**src/rtl/dmem_request_queue.sv**
```systemverilog
// dmem_request_queue
// In-order load/store request queue between the pipeline MEM stage and the
// data cache port. Requests are buffered (up to DEPTH) and issued one at a
// time as held dmemREN/dmemWEN strobes that drop after dhit. Load data is
// returned as a one-cycle rsp_valid pulse. The block also owns imemREN and
// drops it only once halt is seen and the queue has fully drained.
//
// Optional build macro: DRQ_STALL_CNT_EN adds a saturating 32-bit
// stall_cycles counter output.
//
// FSM states:
//   state | meaning
//   IDLE  | no access in flight; launch head entry (or an incoming push
//         | into an empty queue) on the next edge
//   ISSUE | strobes held on the memory port, waiting for dhit
module dmem_request_queue #(
  parameter int DEPTH = 4,
  parameter int AW    = 32,
  parameter int DW    = 32
) (
  input  logic                       CLK,
  input  logic                       nRST,
  input  logic                       req_valid,
  output logic                       req_ready,
  input  logic                       req_wen,
  input  logic [AW-1:0]              req_addr,
  input  logic [DW-1:0]              req_wdata,
  input  logic                       halt,
  output logic                       dmemREN,
  output logic                       dmemWEN,
  output logic [AW-1:0]              dmemaddr,
  output logic [DW-1:0]              dmemstore,
  input  logic                       dhit,
  input  logic [DW-1:0]              dmemload,
  output logic                       rsp_valid,
  output logic [DW-1:0]              rsp_rdata,
  output logic                       imemREN,
  output logic                       busy,
  output logic [$clog2(DEPTH+1)-1:0] count
`ifdef DRQ_STALL_CNT_EN
  ,
  output logic [31:0]                stall_cycles
`endif
);

  localparam int PW = $clog2(DEPTH);
  localparam int CW = $clog2(DEPTH+1);

  typedef enum logic {
    IDLE  = 1'b0,
    ISSUE = 1'b1
  } state_t;

  state_t           state;
  logic [PW-1:0]    wr_ptr;
  logic [PW-1:0]    rd_ptr;

  logic             q_wen   [DEPTH];
  logic [AW-1:0]    q_addr  [DEPTH];
  logic [DW-1:0]    q_wdata [DEPTH];

  logic             empty;
  logic             full;
  logic             push;
  logic             pop;
  logic             launch;
  logic             head_wen;
  logic [AW-1:0]    head_addr;
  logic [DW-1:0]    head_wdata;

  assign empty     = (count == '0);
  assign full      = (count == CW'(DEPTH));
  assign req_ready = !full && !halt;
  assign push      = req_valid && req_ready;
  // the in-flight entry stays in the queue until its dhit, so pop == completion
  assign pop       = (state == ISSUE) && dhit;
  assign launch    = (state == IDLE) && (!empty || push);
  assign busy      = !empty;
  assign imemREN   = !(halt && empty);

  // Head entry; an empty queue forwards the incoming request so a push can
  // reach the memory port on the very next edge.
  always_comb begin
    head_wen   = q_wen[rd_ptr];
    head_addr  = q_addr[rd_ptr];
    head_wdata = q_wdata[rd_ptr];
    if (empty) begin
      head_wen   = req_wen;
      head_addr  = req_addr;
      head_wdata = req_wdata;
    end
  end

  // Entry storage; contents are don't-care until written, so no reset.
  always_ff @(posedge CLK) begin
    if (push) begin
      q_wen[wr_ptr]   <= req_wen;
      q_addr[wr_ptr]  <= req_addr;
      q_wdata[wr_ptr] <= req_wdata;
    end
  end

  // Pointers wrap naturally; count tells full from empty.
  always_ff @(posedge CLK or negedge nRST) begin
    if (!nRST) begin
      wr_ptr <= '0;
      rd_ptr <= '0;
      count  <= '0;
    end else begin
      if (push) wr_ptr <= wr_ptr + PW'(1);
      if (pop)  rd_ptr <= rd_ptr + PW'(1);
      case ({push, pop})
        2'b10:   count <= count + CW'(1);
        2'b01:   count <= count - CW'(1);
        default: count <= count;
      endcase
    end
  end

  // Issue FSM with registered memory-port strobes and load response.
  always_ff @(posedge CLK or negedge nRST) begin
    if (!nRST) begin
      state     <= IDLE;
      dmemREN   <= 1'b0;
      dmemWEN   <= 1'b0;
      dmemaddr  <= '0;
      dmemstore <= '0;
      rsp_valid <= 1'b0;
      rsp_rdata <= '0;
    end else begin
      rsp_valid <= 1'b0;
      case (state)
        IDLE: begin
          if (launch) begin
            dmemaddr  <= head_addr;
            dmemstore <= head_wdata;
            dmemREN   <= !head_wen;
            dmemWEN   <= head_wen;
            state     <= ISSUE;
          end
        end
        ISSUE: begin
          if (dhit) begin
            dmemREN   <= 1'b0;
            dmemWEN   <= 1'b0;
            rsp_valid <= dmemREN;
            if (dmemREN) rsp_rdata <= dmemload;
            state     <= IDLE;
          end
        end
        default: state <= IDLE;
      endcase
    end
  end

`ifdef DRQ_STALL_CNT_EN
  logic stall_now;
  assign stall_now = (req_valid && !req_ready) || ((state == ISSUE) && !dhit);

  // Saturating count of cycles lost to back-pressure or memory wait.
  always_ff @(posedge CLK or negedge nRST) begin
    if (!nRST) begin
      stall_cycles <= '0;
    end else if (stall_now && (stall_cycles != 32'hFFFF_FFFF)) begin
      stall_cycles <= stall_cycles + 32'd1;
    end
  end
`endif

endmodule

```
**config.mk**
```make
export PLATFORM = sky130hd
export DESIGN_NAME = dmem_request_queue
export DESIGN_NICKNAME = d
export VERILOG_FILES = /design/src/rtl/dmem_request_queue.sv
export SDC_FILE = /design/constraint.sdc
export NUM_CORES = 1
export LEC_CHECK = 0
export BUFFER_PORTS_ARGS = -buffer_cell sky130_fd_sc_hd__buf_2
export CAP_MARGIN = 20
export CORE_MARGIN = 2
export CORE_UTILIZATION = 40
export DETAILED_ROUTE_END_ITERATION = 12
export GPL_ROUTABILITY_DRIVEN = 0
export PLACE_DENSITY_LB_ADDON = 0.05
export SETUP_SLACK_MARGIN = 0.05
export SYNTH_ARGS = -nofsm -noshare
export SYNTH_HDL_FRONTEND = slang
export SYNTH_SLANG_ARGS = --single-unit
export TNS_END_PERCENT = 50
```
**constraint.sdc**
```tcl
create_clock -name CLK -period 7.3 [get_ports CLK]
set_clock_uncertainty 0.2 [all_clocks]
set_input_delay 1.095 -clock CLK [delete_from_list [all_inputs] [get_ports CLK]]
set_output_delay 1.095 -clock CLK [all_outputs]
set_load 0.02 [all_outputs]
```
==> impl_metrics.py <==
metrics = {
    "timing": {
        "slew_headroom": 0.2887,
        "tightest_slew_ps": 1067,
        "finalSetupTns_ps": 0,
        "period_needed_ps": 3661,
        "rsz0062_at_grt": "false",
        "setup_viol": 0,
        "maxSlewViolCount": 0,
        "finalCritPeriodShare": 0.5016,
        "fmax_ghz": 0.2731,
        "final_hold_viol_count": 0,
    },
    "synth": {
        "synth_fp_nets": 1014,
        "synth.most_common_cell": "edfxtp_1",
        "synth_flop_cell": "edfxtp_1",
        "async_flop_share": 0.2916,
        "synth_area_leader_cell": "edfxtp_1",
        "synthTopCellsByArea": "edfxtp_1 53%, dfrtp_1 18%, mux4_2 9.8%",
        "netlist_top_cells_count": "260 x edfxtp_1, 128 x nand3_1, 128 x nand4_1, 107 x dfrtp_1, 67 x nand2_1",
        "syn_area_per_cell_um2": 16.28,
        "synth_top_area_frac": 0.5294,
        "yosys_warnings": 0,
        "netlist_area_um2": 14750,
        "ys_ff_latch": 367,
        "synth-seq-area-share": 0.7109,
        "synth_cell_type_count": 36,
        "synth_edf_count": 260,
        "synthCells": 906,
    },
    "clock_network": {
        "post-cts-setup-buffer-count": 0,
        "cts_resized": 0,
        "clk_path_buf_depth": 3,
        "insertion_delay_ps": 530,
        "path_clk_slew_ps": 50,
        "numCtsBuffers": 41,
        "h-tree-depth": 2,
        "root_buffer": "clkbuf_16",
        "cts_tree": "built",
        "cts.sinks": 367,
        "cts_hold_buf": 0,
    },
    "worst_hold_path": {
        "hp-class": "flop to flop",
    },
    "place": {
        "port_buffers": 206,
        "placed_cells": 1515,
        "hpwl_mm": 19.18,
    },
    "drt": {
        "dr_wl_met2_mm": 17.14,
        "topRoutingLayerUsed": "met5",
        "ant_nets": 0,
        "vias_per_cell": 5.471,
        "drtPass1Iterations": 5,
        "totalWireLength_mm": 35.01,
        "dr_total_vias": 8710,
        "drc_errors": 0,
        "drt_iter0_markers": 546,
        "wl_met3_mm": 1.882,
        "wire_per_inst_um": 21.99,
        "wl_met1_mm": 15.58,
    },
    "run_status": {
        "status": "complete, no violations",
    },
    "floorplan": {
        "rows": 70,
        "core_um2": 36430,
        "die_width_um": 196.0,
        "fp.dieH_um": 196.0,
        "initial_core_util": 0.4048,
        "die_area_um2": 38430,
        "io_pins": 207,
    },
    "cells_and_area": {
        "nets": 1198,
        "instances_no_fill": 1592,
        "area_delta_synth_final_pct": 17.71,
        "final.fill_count": 3199,
        "drive_gt1_frac": 0.3402,
    },
    "global_routing": {
        "grt_pass1_vias": 8913,
        "grt_overflow_total": 0,
        "antenna_found_initial": 2,
        "grt_pass1_wl_mm": 53.68,
        "grt_max_degree": 85,
        "grt_use_total": 0.1819,
    },
    "critical_path": {
        "critPathRequiredTime_ps": 7230,
        "crit_arrival_ps": 3590,
        "worstSetupStartpointType": "primary input",
        "endpoint_kind": "flop",
        "worst-path-max-fanout": 66,
        "worst-setup-path-type": "primary input to flop",
    },
    "power_and_ir_drop": {
        "power_density_nw_per_um2": 412.7,
        "total_power_uw": 7165,
        "leakage_uw": 0.006426,
        "ir_worst_vdd_mv": 0.1858,
    },
    "run": {
        "max_cap_viol_count": 0,
    },
}
critical path: stages:
cell and delay (ps):
buf_2 130, nand2b_4 580, a21oi_1 660, and2_4 410, buf_4 690
area by class of cell:
class	instances	area [um2]	area share
diodes	1	2.502	0.0001441
clock buffers	61	1164	0.06702
clock inverters	15	127.6	0.007351
inverters	9	36.28	0.002090
multi-input cells	455	3844	0.2214
flip-flops and latches	367	10490	0.6044
well taps	468	585.6	0.03373
repair buffers	216	1109	0.06385
power by group:
group,leakage (uW),switching (uW),total (uW),internal (uW)
combinational,0.00215,1250,2110,869
clock,0.000632,793,1970,1180
sequential,0.00364,369,3080,2710
per-layer routing:
metal,up-vias,GRT usage
met5,-,0
met3,34,0.03541
met1,4492,0.2493
met2,215,0.3051
li1,3967,-
met4,2,0.03648
stage by stage:
step / util / area (um2) / hold slack (ps) / setup WS, ps
final: 0.4765 / 17360 / 296.6 / 3639
after global routing: 0.4764 / 17360 / 309.5 / 3413
after CTS: 0.4764 / 17360 / 301.5 / 3568
after detailed placement: 0.4410 / 16070 / 287.7 / 3037
after global placement: 0.4410 / 16070 / 281.4 / 3029
after floorplan: - / 14750 / 334.0 / 3505
layout by cell type, fill, tap and decap left out, drive strengths merged:
cell type,Yosys,routed
edfxtp,260,260
buf,46,216
nand3,128,128
nand4,128,128
dfrtp,107,107
nand2,67,67
mux4,65,65
clkbuf,29,61
mux2,33,33
clkinv,1,11
inv,8,10
ha,5,5
and2,5,5
xnor2,3,3
xor2,3,3
nor2,2,2
a21oi,2,2
bufinv,0,2
nor3,2,2
nor2b,2,2
diode,0,1
nand2b,1,1
a31oi,1,1
mux2i,1,1
o32ai,1,1
and3,1,1
and4,1,1
or4,1,1
o22ai,1,1
a211o,1,1
fa,1,1
clkinvlp,0,1
path summary, 6_finish.rpt:
check	from	slack [ps]	cells past startpoint	to
setup reg to reg	state	4220	8	count[2]
min in group asynchronous	nRST	410	1	rsp_rdata[2]
hold reg to reg	rsp_rdata[6]	300	1	rsp_rdata[6]
setup / recovery	halt	3640	5	q_addr[1][6]
max in group asynchronous	nRST	5090	2	rd_ptr[0]
hold / removal	rsp_rdata[6]	300	1	rsp_rdata[6]
kinds of logic (layout without fill, tap and decap cells):
family	Yosys count	count (layout)	synth area share
compound gates	6	6	0.002715
xor+xnor	6	6	0.003564
fa+ha+maj	6	6	0.005599
buf+inv	84	301	0.03062
flops	367	367	0.7109
mux	99	99	0.1254
other cells	0	1	0
simple gates	338	338	0.1212
state kept, by name, indices dropped and copies added (netlist names):
| signal | count |
|---|---|
| q_wdata | 128 |
| rsp_valid | 1 |
| q_addr | 128 |
| rsp_rdata | 32 |
| dmemREN | 1 |
| wr_ptr | 2 |
| dmemaddr | 32 |
| q_wen | 4 |
| dmemstore | 32 |
| count | 3 |
| state | 1 |
| dmemWEN | 1 |
| rd_ptr | 2 |
Power figures use the tool's default switching activity.
